### src/rtl/bcd_seq_adder.sv
// bcd_seq_adder
//   Sequential packed-BCD adder/subtractor. It processes one decimal digit
//   per clock, least-significant digit first. Subtraction uses the ten's
//   complement of B. The registered result drives active-low
//   seven-segment codes.
//
// Ports
//   clk     : clock, all state updates on the rising edge
//   resetn  : asynchronous active-low reset
//   start   : request an operation (sampled only while idle)
//   sub     : 0 = a + b + cin, 1 = a - b
//   cin     : carry-in for add mode (ignored when subtracting)
//   a, b    : packed BCD operands, digit 0 in bits [3:0]
//   sum     : registered packed BCD result
//   cout    : registered final decimal carry (subtract: 1 = no borrow)
//   busy    : high while digits are being processed
//   done    : one-cycle completion pulse
//   err     : last accepted operand pair contained a non-BCD digit
//   hex     : active-low seven-segment codes of sum, digit i on [7i+6:7i]
module bcd_seq_adder #(
  parameter int DIGITS = 4
) (
  input  logic                  clk,
  input  logic                  resetn,
  input  logic                  start,
  input  logic                  sub,
  input  logic                  cin,
  input  logic [4*DIGITS-1:0]   a,
  input  logic [4*DIGITS-1:0]   b,
  output logic [4*DIGITS-1:0]   sum,
  output logic                  cout,
  output logic                  busy,
  output logic                  done,
  output logic                  err,
  output logic [7*DIGITS-1:0]   hex
);

  localparam int W  = 4 * DIGITS;
  localparam int IW = (DIGITS > 1) ? $clog2(DIGITS) : 1;
  localparam logic [IW-1:0] LAST = IW'(DIGITS - 1);

  localparam logic [1:0] IDLE = 2'd0;
  localparam logic [1:0] CALC = 2'd1;
  localparam logic [1:0] DONE = 2'd2;

  logic [1:0]    state;
  logic [IW-1:0] idx;
  logic [W-1:0]  a_reg;
  logic [W-1:0]  b_reg;
  logic          sub_reg;
  logic          carry;

  logic          bad;
  logic [3:0]    a_dig;
  logic [3:0]    b_dig;
  logic [3:0]    b_eff;
  logic [4:0]    t;
  logic [4:0]    t_adj;
  logic [3:0]    digit;
  logic          c_next;

  // Any nibble above 9 in either operand makes the whole request invalid.
  always_comb begin
    bad = 1'b0;
    for (int i = 0; i < DIGITS; i++) begin
      if (a[4*i +: 4] > 4'd9 || b[4*i +: 4] > 4'd9) bad = 1'b1;
    end
  end

  // Single decimal digit step. In subtract mode, B is replaced by its
  // nines' complement, and the initial carry of 1 completes ten's
  // complement.
  always_comb begin
    a_dig  = a_reg[int'(idx)*4 +: 4];
    b_dig  = b_reg[int'(idx)*4 +: 4];
    b_eff  = sub_reg ? (4'd9 - b_dig) : b_dig;
    t      = {1'b0, a_dig} + {1'b0, b_eff} + {4'b0000, carry};
    t_adj  = t + 5'd6;
    if (t > 5'd9) begin
      digit  = t_adj[3:0];
      c_next = 1'b1;
    end else begin
      digit  = t[3:0];
      c_next = 1'b0;
    end
  end

  always_ff @(posedge clk or negedge resetn) begin
    if (!resetn) begin
      state   <= IDLE;
      idx     <= '0;
      a_reg   <= '0;
      b_reg   <= '0;
      sub_reg <= 1'b0;
      carry   <= 1'b0;
      sum     <= '0;
      cout    <= 1'b0;
      err     <= 1'b0;
    end else begin
      case (state)
        IDLE: begin
          if (start) begin
            a_reg   <= a;
            b_reg   <= b;
            sub_reg <= sub;
            carry   <= sub ? 1'b1 : cin;
            idx     <= '0;
            sum     <= '0;
            cout    <= 1'b0;
            err     <= bad;
            state   <= bad ? DONE : CALC;
          end
        end
        CALC: begin
          sum[int'(idx)*4 +: 4] <= digit;
          carry <= c_next;
          if (idx == LAST) begin
            cout  <= c_next;
            state <= DONE;
          end else begin
            idx <= idx + 1'b1;
          end
        end
        DONE: state <= IDLE;
        default: state <= IDLE;
      endcase
    end
  end

  assign busy = (state == CALC);
  assign done = (state == DONE);

  function automatic logic [6:0] seg7(input logic [3:0] d);
    case (d)
      4'd0: seg7 = 7'b1000000;
      4'd1: seg7 = 7'b1111001;
      4'd2: seg7 = 7'b0100100;
      4'd3: seg7 = 7'b0110000;
      4'd4: seg7 = 7'b0011001;
      4'd5: seg7 = 7'b0010010;
      4'd6: seg7 = 7'b0000010;
      4'd7: seg7 = 7'b1111000;
      4'd8: seg7 = 7'b0000000;
      4'd9: seg7 = 7'b0010000;
      default: seg7 = 7'b1111111;
    endcase
  endfunction

  for (genvar g = 0; g < DIGITS; g++) begin : g_hex
    assign hex[7*g +: 7] = seg7(sum[4*g +: 4]);
  end

endmodule

### config.mk
export PLATFORM = sky130hd
export DESIGN_NAME = bcd_seq_adder
export DESIGN_NICKNAME = d
export VERILOG_FILES = /design/src/rtl/bcd_seq_adder.sv
export SDC_FILE = /design/constraint.sdc
export NUM_CORES = 1
export LEC_CHECK = 0
export CAP_MARGIN = 10
export CELL_PAD_IN_SITES_DETAIL_PLACEMENT = 1
export CELL_PAD_IN_SITES_GLOBAL_PLACEMENT = 1
export CORE_UTILIZATION = 41
export DETAILED_ROUTE_END_ITERATION = 6
export PLACE_DENSITY_LB_ADDON = 0.1
export SETUP_SLACK_MARGIN = 0.15
export SLEW_MARGIN = 20
export SYNTH_ARGS = -nofsm -noshare
export SYNTH_HDL_FRONTEND = slang
export SYNTH_SLANG_ARGS = --single-unit
### constraint.sdc
create_clock -name clk -period 5.2 [get_ports clk]
set_input_delay 0.78 -clock clk [delete_from_list [all_inputs] [get_ports clk]]
set_output_delay 0.78 -clock clk [all_outputs]
set_load 0.005 [all_outputs]
==> results of run 1 <==
-- layout by cell type, fill, tap and decap left out, types with 2 or more instances in the layout --
cell,n
buf_4,2
fa_1,2
and4_1,2
nor3b_2,2
or2_2,5
nand4_1,3
nand2b_1,8
a21oi_1,25
mux2_2,35
nand3_1,4
a31oi_1,5
nor2_1,34
a22oi_1,3
ha_1,30
a22o_1,9
dfrtp_1,56
o21ai_0,33
clkbuf_8,6
nand2_1,41
xnor2_1,3
o21a_1,2
clkdlybuf4s50_1,83
inv_1,27
mux4_2,8
-- worst max-delay path: cells and delay by family, from the launching register on --
kind            cells  cell delay (ns)
fa+ha+maj           3             0.94
flops               1             0.90
compound gates      3             0.71
mux                 1             0.61
xor+xnor            2             0.56
simple gates        1             0.09
buf+inv             1             0.06
-- final cells by class --
class | instances | area (µm²)
Clock inverter | 1 | 7.51
Fill cell | 940 | 3750
Tap cell | 105 | 131
Sequential cell | 56 | 1400
Inverter | 27 | 101
Timing Repair Buffer | 86 | 851
Clock buffer | 7 | 86.3
Multi-Input combinational cell | 271 | 2050
-- stage by stage --
| step | setup slack, ns | total power [mW] |
|---|---|---|
| 6_report | 1.26 | 1.40 |
| 5_1_grt | 0.952 | 1.49 |
| 4_1_cts | 1.23 | 1.41 |
| 3_5_place_dp | 1.29 | 1.15 |
| 3_3_place_gp | 1.49 | 1.12 |
| 2_1_floorplan | 1.96 | 0.951 |
-- metal layers --
metal / track usage / share of wire / up-vias
met1: 0.270 / 0.44 / 1435
met3: 0.0253 / 0.023 / 8
met4: 0.0622 / 0.013 / 0
met2: 0.371 / 0.52 / 58
met5: 0 / 0 / -
li1: - / - / 1438
-- power groups by stage --
stage,registers (mW),logic (mW),clock network [mW]
5_1_grt,0.537,0.675,0.279
4_1_cts,0.530,0.620,0.263
3_3_place_gp,0.536,0.581,0
3_5_place_dp,0.539,0.614,0
2_1_floorplan,0.517,0.435,0
6_report,0.529,0.614,0.254
-- worst paths after layout --
| path | startpoint | end | slack, ns | depth (start not counted) |
|---|---|---|---|---|
| worst max-delay path | idx[0] | sum[6] | 1.26 | 11 |
| worst min-delay path | state[1] | state[0] | 0.48 | 1 |
| worst max register to register | idx[0] | sum[6] | 1.26 | 11 |
| worst min register to register | state[1] | state[0] | 0.48 | 1 |
| max in group asynchronous | resetn | a_reg[8] | 4.14 | 2 |
| min in group asynchronous | resetn | a_reg[1] | 0.59 | 2 |
-- logic make-up after synthesis --
| group | synth area share |
|---|---|
| buffers and inverters | 0.0434 |
| flip-flops | 0.388 |
| AO/OA/AOI/OAI | 0.138 |
| adder cells (fa/ha/maj) | 0.115 |
| AND/OR/NAND/NOR | 0.144 |
| XOR/XNOR | 0.00729 |
| multiplexers | 0.163 |
==> flow_metrics.py, run 1 <==
metrics = {
    "logic_synthesis": {
        "synth_ff_type": "dfrtp_1",
        "synthesis.area_um2": 3610,
        "synth_cell_type_count": 41,
        "postSynthNetCount": 436,
        "synthTopCellsByArea": "dfrtp_1 (39%), mux2_2 (11%), ha_1 (10%)",
        "synthArstFlopShare": 1.00,
        "synth.most_common_cell": "dfrtp_1",
        "synthTopCellsByCount": "dfrtp_1 (56), nand2_1 (41), mux2_2 (35), nor2_1 (34), o21ai_0 (33)",
        "ys_seq_area_frac": 0.388,
        "postSynthCellCount": 367,
        "ys_ff_latch": 56,
        "synth_edf_count": 0,
        "synth_top_area_frac": 0.388,
        "syn_area_per_cell_um2": 9.83,
        "yosysTopAreaCell": "dfrtp_1",
        "yosysWarnings": 0,
    },
    "finish": {
        "utilization": 0.553,
        "fin_area_um2": 4630,
        "num-nets-final": 516,
        "fin_cells": 553,
        "area_growth_pct": 28.4,
        "drive_above_1_share": 0.145,
        "n_antenna_cell": 0,
    },
    "power": {
        "vdd_drop_max_mv": 0.155,
        "pwr-share-clk": 0.182,
        "swShare": 0.360,
        "p_leak_nw": 1.96,
        "powerDensity_nw_per_um2": 302,
        "p_comb_frac": 0.439,
        "seq_power_share": 0.379,
        "switchingPower_mw": 0.503,
        "internal_power_mw": 0.894,
    },
    "sta": {
        "min_period_over_period": 0.757,
        "max_freq_ghz": 0.254,
        "finalMaxSlewViolations": 0,
        "post-route-min-period_ns": 3.94,
        "rsz0062_at_grt": "false",
        "fin_setup_tns_ns": 0,
        "finalSetupViolations": 0,
        "worstMarginPinSlew_ns": 0.831,
        "hold_violations": 0,
        "slew_headroom": 0.446,
        "finClkSkew_ns": 0.0145,
        "hold_ws_ns": 0.482,
    },
    "global_route": {
        "antenna_found_initial": 0,
        "grt_overflow": 0,
        "grt_pass1_vias": 3075,
        "track_usage": 0.210,
        "grt_pass1_wl_um": 14900,
        "grt_max_degree": 57,
    },
    "run": {
        "cap_violations": 0,
    },
    "setup_path": {
        "slowest_stage": "dfrtp_1",
        "start_kind": "flip-flop",
        "crit_required_ns": 5.46,
        "crit_path_end_kind": "flip-flop",
        "cp_max_fo": 18,
        "crit_chain": "mux4_2 -> xnor2_1 -> fa_1 -> inv_1 -> fa_1 -> xnor2_1 -> ha_1 -> nand2_1 -> a311o_1 -> o311ai_2 -> a22o_1",
        "cp_slowest_stage_delay_ns": 0.90,
        "worstPathArrival_ns": 4.19,
        "criticalPathCategory": "flip-flop to flip-flop",
    },
    "run_status": {
        "status": "complete, no violations",
    },
    "cts": {
        "clk_pin_slew_worst_paths_ns": 0.11,
        "cts_buffer_depth": 2,
        "cts_hold_buf": 0,
        "root_buffer": "clkbuf_8",
        "post-cts-setup-buffers": 0,
        "htreeDepth": 2,
        "cts_buffers": 5,
        "insertion_delay_ns": 0.32,
        "cts_sinks": 56,
        "ctsResizeCount": 0,
        "cts_tree": "done",
    },
    "route": {
        "drc": 0,
        "viasPerCell": 5.31,
        "drtIter0Drc": 64,
        "wl_per_cell_um": 15.8,
        "wl_um": 8750,
        "first_pass_iters": 4,
        "via_count": 2939,
        "postRouteAntennaNets": 0,
    },
    "floorplanning": {
        "core_um2": 8380,
        "die_h_um": 95.8,
        "fp.dieArea_um2": 9180,
        "fp-row-count": 33,
        "ios": 85,
        "die_w_um": 95.8,
        "start_util": 0.430,
    },
    "place": {
        "dp.cells": 545,
        "place_area_um2": 4540,
        "place_congestion": 0.767,
        "io_buffers": 84,
        "hpwl_um": 6820,
    },
    "hold_path": {
        "min_path_type": "flip-flop to flip-flop",
    },
}
Note: power is estimated with default switching activity, not from simulation.
==> run 2: changes to the inputs <==
--- a/config.mk
+++ b/config.mk
@@ -8,7 +8,7 @@
 export CAP_MARGIN = 10
 export CELL_PAD_IN_SITES_DETAIL_PLACEMENT = 1
 export CELL_PAD_IN_SITES_GLOBAL_PLACEMENT = 1
-export CORE_UTILIZATION = 41
+export CORE_UTILIZATION = 35
 export DETAILED_ROUTE_END_ITERATION = 6
 export PLACE_DENSITY_LB_ADDON = 0.1
 export SETUP_SLACK_MARGIN = 0.15
==> constraint.sdc (replaced) <==
create_clock -name clk -period 3.4 [get_ports clk]
set_input_delay 0.51 -clock clk [delete_from_list [all_inputs] [get_ports clk]]
set_output_delay 0.51 -clock clk [all_outputs]
set_load 0.005 [all_outputs]
==> run 2 against run 1 <==
  * Register-to-register slack got worse by 1.1 ns
  * Combinational power increased by 92%
  * Sequential power increased by 53%
  * Via count rose by 2.5%
  * Global-route usage down 3.7 points
  * Non-clock buffer count up 11
  * Core utilization shrank 5.9 points
  * Fmax rose by 22%
  * Setup slack got worse by 1.1 ns
  * Sequential share of layout area decreased by 1.5 points
  * Die area is 17% higher
  * Clock power is 99% higher
==> flow_metrics.py, run 2 (synthesized netlist as in run 1, its figures left out) <==
metrics = {
    "place": {
        "place_congestion": 0.817,
        "io_buffers": 84,
        "hpwl_um": 7090,
        "place_area_um2": 4620,
    },
    "sta": {
        "hold_ws_ns": 0.297,
        "min_period_over_period": 0.951,
        "finalSetupViolations": 0,
        "slew_headroom": 0.440,
        "fin_setup_tns_ns": 0,
        "hold_violations": 0,
        "finClkSkew_ns": 0.00559,
        "post-route-min-period_ns": 3.23,
        "finalMaxSlewViolations": 0,
        "rsz0062_at_grt": "true",
        "max_freq_ghz": 0.309,
        "worstMarginPinSlew_ns": 0.840,
    },
    "floorplanning": {
        "fp.dieArea_um2": 10700,
        "start_util": 0.366,
        "fp-row-count": 36,
        "die_h_um": 104,
        "core_um2": 9860,
        "ios": 85,
        "die_w_um": 104,
    },
    "cts": {
        "htreeDepth": 2,
        "clk_pin_slew_worst_paths_ns": 0.10,
        "root_buffer": "clkbuf_8",
        "cts_hold_buf": 0,
        "cts_sinks": 56,
        "cts_buffers": 5,
        "cts_buffer_depth": 2,
        "insertion_delay_ns": 0.31,
        "cts_tree": "done",
    },
    "finish": {
        "area_growth_pct": 35.0,
        "final_cell_mix": "clkdlybuf4s50_1 (83), dfrtp_1 (55), nand2_1 (40), mux2_2 (35), nor2_1 (34)",
        "drive_above_1_share": 0.183,
        "utilization": 0.494,
        "num-nets-final": 527,
        "layout_commonest_cell": "clkdlybuf4s50_1",
        "fin_area_um2": 4870,
        "n_antenna_cell": 0,
    },
    "power": {
        "power.total_mw": 2.50,
        "vdd_drop_max_mv": 0.291,
        "powerDensity_nw_per_um2": 512,
        "p_leak_nw": 2.06,
    },
    "run_status": {
        "status": "complete, no violations",
    },
    "setup_path": {
        "startpoint": "idx[0]",
        "worstPathArrival_ns": 3.48,
        "start_kind": "flip-flop",
        "crit_required_ns": 3.65,
        "slowest_stage": "mux4_2",
        "critPathBufInv": 2,
        "crit_path_end_kind": "flip-flop",
        "rr_startpoint": "idx[0]",
        "cp_slowest_stage_delay_ns": 0.49,
        "crit_chain": "buf_6 -> mux4_2 -> inv_2 -> ha_4 -> nand2_2 -> o21ai_1 -> ha_1 -> a21o_2 -> or3_4 -> a311o_1 -> o311ai_4 -> a22o_1",
        "cp_top_family": "compound AO/OA/AOI/OAI gates",
        "criticalPathCategory": "flip-flop to flip-flop",
        "cp_max_fo": 4,
    },
    "global_route": {
        "grt_overflow": 0,
        "grt_pass1_wl_um": 15200,
        "antenna_found_initial": 0,
        "track_usage": 0.174,
        "grt_pass1_vias": 3029,
        "grt_max_degree": 37,
    },
    "route": {
        "drtIter0Drc": 115,
        "wl_per_cell_um": 15.7,
        "first_pass_iters": 6,
        "via_count": 3012,
        "postRouteAntennaNets": 0,
        "drc": 0,
        "wl_um": 9260,
        "viasPerCell": 5.10,
    },
    "run": {
        "cap_violations": 0,
    },
    "hold_path": {
        "min_path_type": "input pin to asynchronous set/reset pin",
    },
}
run 2: metrics by stage:
stage,setup slack (ns),std cells
global route,0.0704,591
global placement,0.0738,577
CTS,0.163,586
finish,0.168,591
detailed placement,-0.0270,577
floorplan,0.159,367
run 2: worst paths after layout:
path                       slack, ns        to  depth (start not counted)
setup / recovery                0.17    sum[6]                         12
hold / removal                  0.30    sum[5]                          1
setup reg to reg                0.17    sum[6]                         12
hold reg to reg                 0.49  state[0]                          1
max in group asynchronous       2.30    idx[0]                          2
min in group clk                0.49  state[0]                          1
run 2: layout make-up:
type	instances	area (µm²)
fillers	1113	4990
multi-input cells	271	2120
flip-flops and latches	56	1400
repair buffers	97	950
well taps	133	166
inverters	27	101
clock buffers	5	68.8
clock inverters	2	60.1
run 2: what timing repair did:
action                     in CTS  in global routing
buffers inserted                2                  5
gates resized for setup         2                 16
setup endpoints to repair      13                 12
pin swaps                       0                 10
run 2: metal layers:
layer	vias up	share of wire	global-route usage
li1	1462	-	-
met1	1470	0.46	0.225
met2	70	0.50	0.311
met3	10	0.032	0.0214
met4	0	0.0099	0.0342
met5	-	0	0
run 2: power by group:
group          switching, mW  internal (mW)  leakage [nW]  total, mW
registers             0.0622          0.745         0.696      0.808
clock network          0.216          0.290        0.0642      0.506
logic                  0.571          0.612          1.30       1.18
==> run 3: changes to the inputs <==
--- a/config.mk
+++ b/config.mk
@@ -8,9 +8,10 @@
 export CAP_MARGIN = 10
 export CELL_PAD_IN_SITES_DETAIL_PLACEMENT = 1
 export CELL_PAD_IN_SITES_GLOBAL_PLACEMENT = 1
-export CORE_UTILIZATION = 35
+export CORE_UTILIZATION = 38
 export DETAILED_ROUTE_END_ITERATION = 6
 export PLACE_DENSITY_LB_ADDON = 0.1
+export RECOVER_POWER = 50
 export SETUP_SLACK_MARGIN = 0.15
 export SLEW_MARGIN = 20
 export SYNTH_ARGS = -nofsm -noshare
==> constraint.sdc (replaced) <==
create_clock -name clk -period 3.5 [get_ports clk]
set_input_delay 0.525 -clock clk [delete_from_list [all_inputs] [get_ports clk]]
set_output_delay 0.525 -clock clk [all_outputs]
set_load 0.005 [all_outputs]
==> run 3 against run 2 <==
  * The flow now finishes with violations (max-capacitance violations, max-slew violations)
  * First-iteration DRC count down 19%
  * Flip-flop and latch count unchanged
  * Clock skew about the same
  * Sequential power down 3.6%
  * Via count down 1.3%
  * Register-to-register slack better by 0.16 ns
  * Combinational power down 19%
  * Global-route usage up 1.0 points
  * Count of clock-buffer cells in the layout up 1
  * Final cell count down 4.4%
  * Critical endpoint is now sum[9]
  * Largest cell class unchanged
  * Largest power group unchanged
==> flow_metrics.py, run 3 (synthesized netlist as in run 1, its figures left out) <==
metrics = {
    "setup_path": {
        "crit_required_ns": 3.73,
        "worstPathArrival_ns": 3.39,
        "rr_startpoint": "idx[0]",
        "cp_max_fo": 5,
        "reg2regPathDepth": 11,
        "r2r_slack_ns": 0.33,
        "worstReg2RegEnd": "sum[9]",
        "start_kind": "flip-flop",
        "crit_path_end_kind": "flip-flop",
        "criticalPathCategory": "flip-flop to flip-flop",
    },
    "finish": {
        "final_cell_mix": "clkdlybuf4s50_1 (71), dfrtp_1 (55), nand2_1 (41), mux2_2 (35), nor2_1 (34)",
        "area_growth_pct": 29.6,
        "num-nets-final": 522,
        "drive_above_1_share": 0.154,
        "n_antenna_cell": 0,
        "layout_commonest_cell": "clkdlybuf4s50_1",
    },
    "power": {
        "vdd_drop_max_mv": 0.281,
        "p_comb_frac": 0.455,
        "p_leak_nw": 2.01,
        "power.total_mw": 2.09,
        "internal_power_mw": 1.35,
        "powerDensity_nw_per_um2": 448,
        "swShare": 0.357,
        "pwr-share-clk": 0.173,
        "switchingPower_mw": 0.748,
        "seq_power_share": 0.372,
    },
    "route": {
        "first_pass_iters": 4,
        "via_count": 2974,
        "postRouteAntennaNets": 0,
        "wl_per_cell_um": 15.4,
        "viasPerCell": 5.26,
        "drc": 0,
        "wl_um": 8700,
        "drtIter0Drc": 93,
    },
    "global_route": {
        "antenna_found_initial": 0,
        "grt_pass1_vias": 2964,
        "grt_overflow": 0,
        "grt_max_degree": 36,
        "grt_pass1_wl_um": 14600,
        "track_usage": 0.184,
    },
    "floorplanning": {
        "die_w_um": 99.4,
        "die_h_um": 99.4,
        "start_util": 0.392,
        "fp-row-count": 35,
        "fp.dieArea_um2": 9890,
        "ios": 85,
        "core_um2": 9200,
    },
    "sta": {
        "worstMarginPinSlew_ns": 1.56,
        "hold_violations": 0,
        "slew_headroom": -0.0408,
        "finalMaxSlewViolations": 31,
        "min_period_over_period": 0.905,
        "finClkSkew_ns": 0.00595,
        "rsz0062_at_grt": "false",
        "finalSetupViolations": 0,
        "max_freq_ghz": 0.316,
        "setup_slack_ns": 0.333,
        "post-route-min-period_ns": 3.17,
        "fin_setup_tns_ns": 0,
    },
    "place": {
        "hpwl_um": 6920,
        "io_buffers": 84,
        "place_ws_ns": 0.172,
        "place_congestion": 0.801,
    },
    "cts": {
        "cts_hold_buf": 0,
        "insertion_delay_ns": 0.31,
        "cts_sinks": 56,
        "cts_buffers": 5,
        "clk_pin_slew_worst_paths_ns": 0.10,
        "htreeDepth": 2,
        "cts_buffer_depth": 2,
        "cts_tree": "done",
        "root_buffer": "clkbuf_8",
    },
    "run_status": {
        "status": "complete, but fails checks",
        "violations": "max-capacitance violations, max-slew violations",
    },
    "run": {
        "cap_violations": 1,
    },
    "hold_path": {
        "min_path_type": "input pin to asynchronous set/reset pin",
    },
}
[run 3: cell types whose count changed in the layout (fill, tap and decap cells not counted), sizes merged]
cell           before  now
clkdlybuf4s50      83   71
dlygate4sd3         0   12
buf                14    5
clkbuf              5   10
bufinv              2    0
clkinv              0    1
clkinvlp            0    1
[run 3: what timing repair did]
action                     in CTS  in global routing
setup endpoints to repair       5                 13
gates resized for setup         1                  3
setup buffers                   0                  1
[run 3: power by group through the flow]
stage               logic [mW]  registers (mW)  clock network, mW
floorplan                0.646           0.767                  0
global placement         0.916           0.793                  0
detailed placement       0.945           0.794                  0
CTS                      0.955           0.781              0.382
global route              1.06           0.790              0.399
finish                   0.953           0.779              0.363
[run 3: metrics by stage]
| stage | hold WS (ns) | utilization | cell area (µm²) | cells |
|---|---|---|---|---|
| 5_1_grt | 0.472 | 0.508 | 4680 | 565 |
| 3_5_place_dp | 0.474 | 0.499 | 4580 | 556 |
| 4_1_cts | 0.185 | 0.508 | 4670 | 564 |
| 3_3_place_gp | 0.460 | 0.499 | 4580 | 556 |
| 6_report | 0.445 | 0.508 | 4680 | 565 |
| 2_1_floorplan | 0.229 | - | 3610 | 367 |
[run 3: worst max-delay path, cell delays in order, from the launching register on]
cell	delay, ns
dfrtp_2	0.44
mux4_2	0.57
inv_1	0.09
ha_1	0.23
nand2_1	0.06
o21ai_0	0.09
ha_1	0.36
and3b_1	0.22
or3_4	0.39
and2_4	0.18
o211a_1	0.27
o21ai_0	0.19
[run 3: area by class of cell]
class | instances | area [µm²]
fill | 1061 | 4520
inverter | 27 | 101
clock buffer | 6 | 72.6
clock inverter | 2 | 16.3
timing repair buffer | 92 | 885
tap | 111 | 139
multi-input combinational | 271 | 2060
sequential | 56 | 1400
[run 3: worst max path at each step]
stage,start,end,slack [ns],depth (start not counted)
floorplan,idx[0],sum[6],0.26,10
global placement,idx[0],sum[6],0.29,11
detailed placement,idx[0],sum[6],0.17,11
CTS,idx[0],sum[6],0.16,11
global route,idx[0],sum[6],0.16,11
finish,idx[0],sum[9],0.33,11
[run 3: layer usage]
metal,share of wire,GRT usage
met5,0,0
met4,0.011,0.0396
met3,0.028,0.0253
met2,0.51,0.333
met1,0.45,0.233
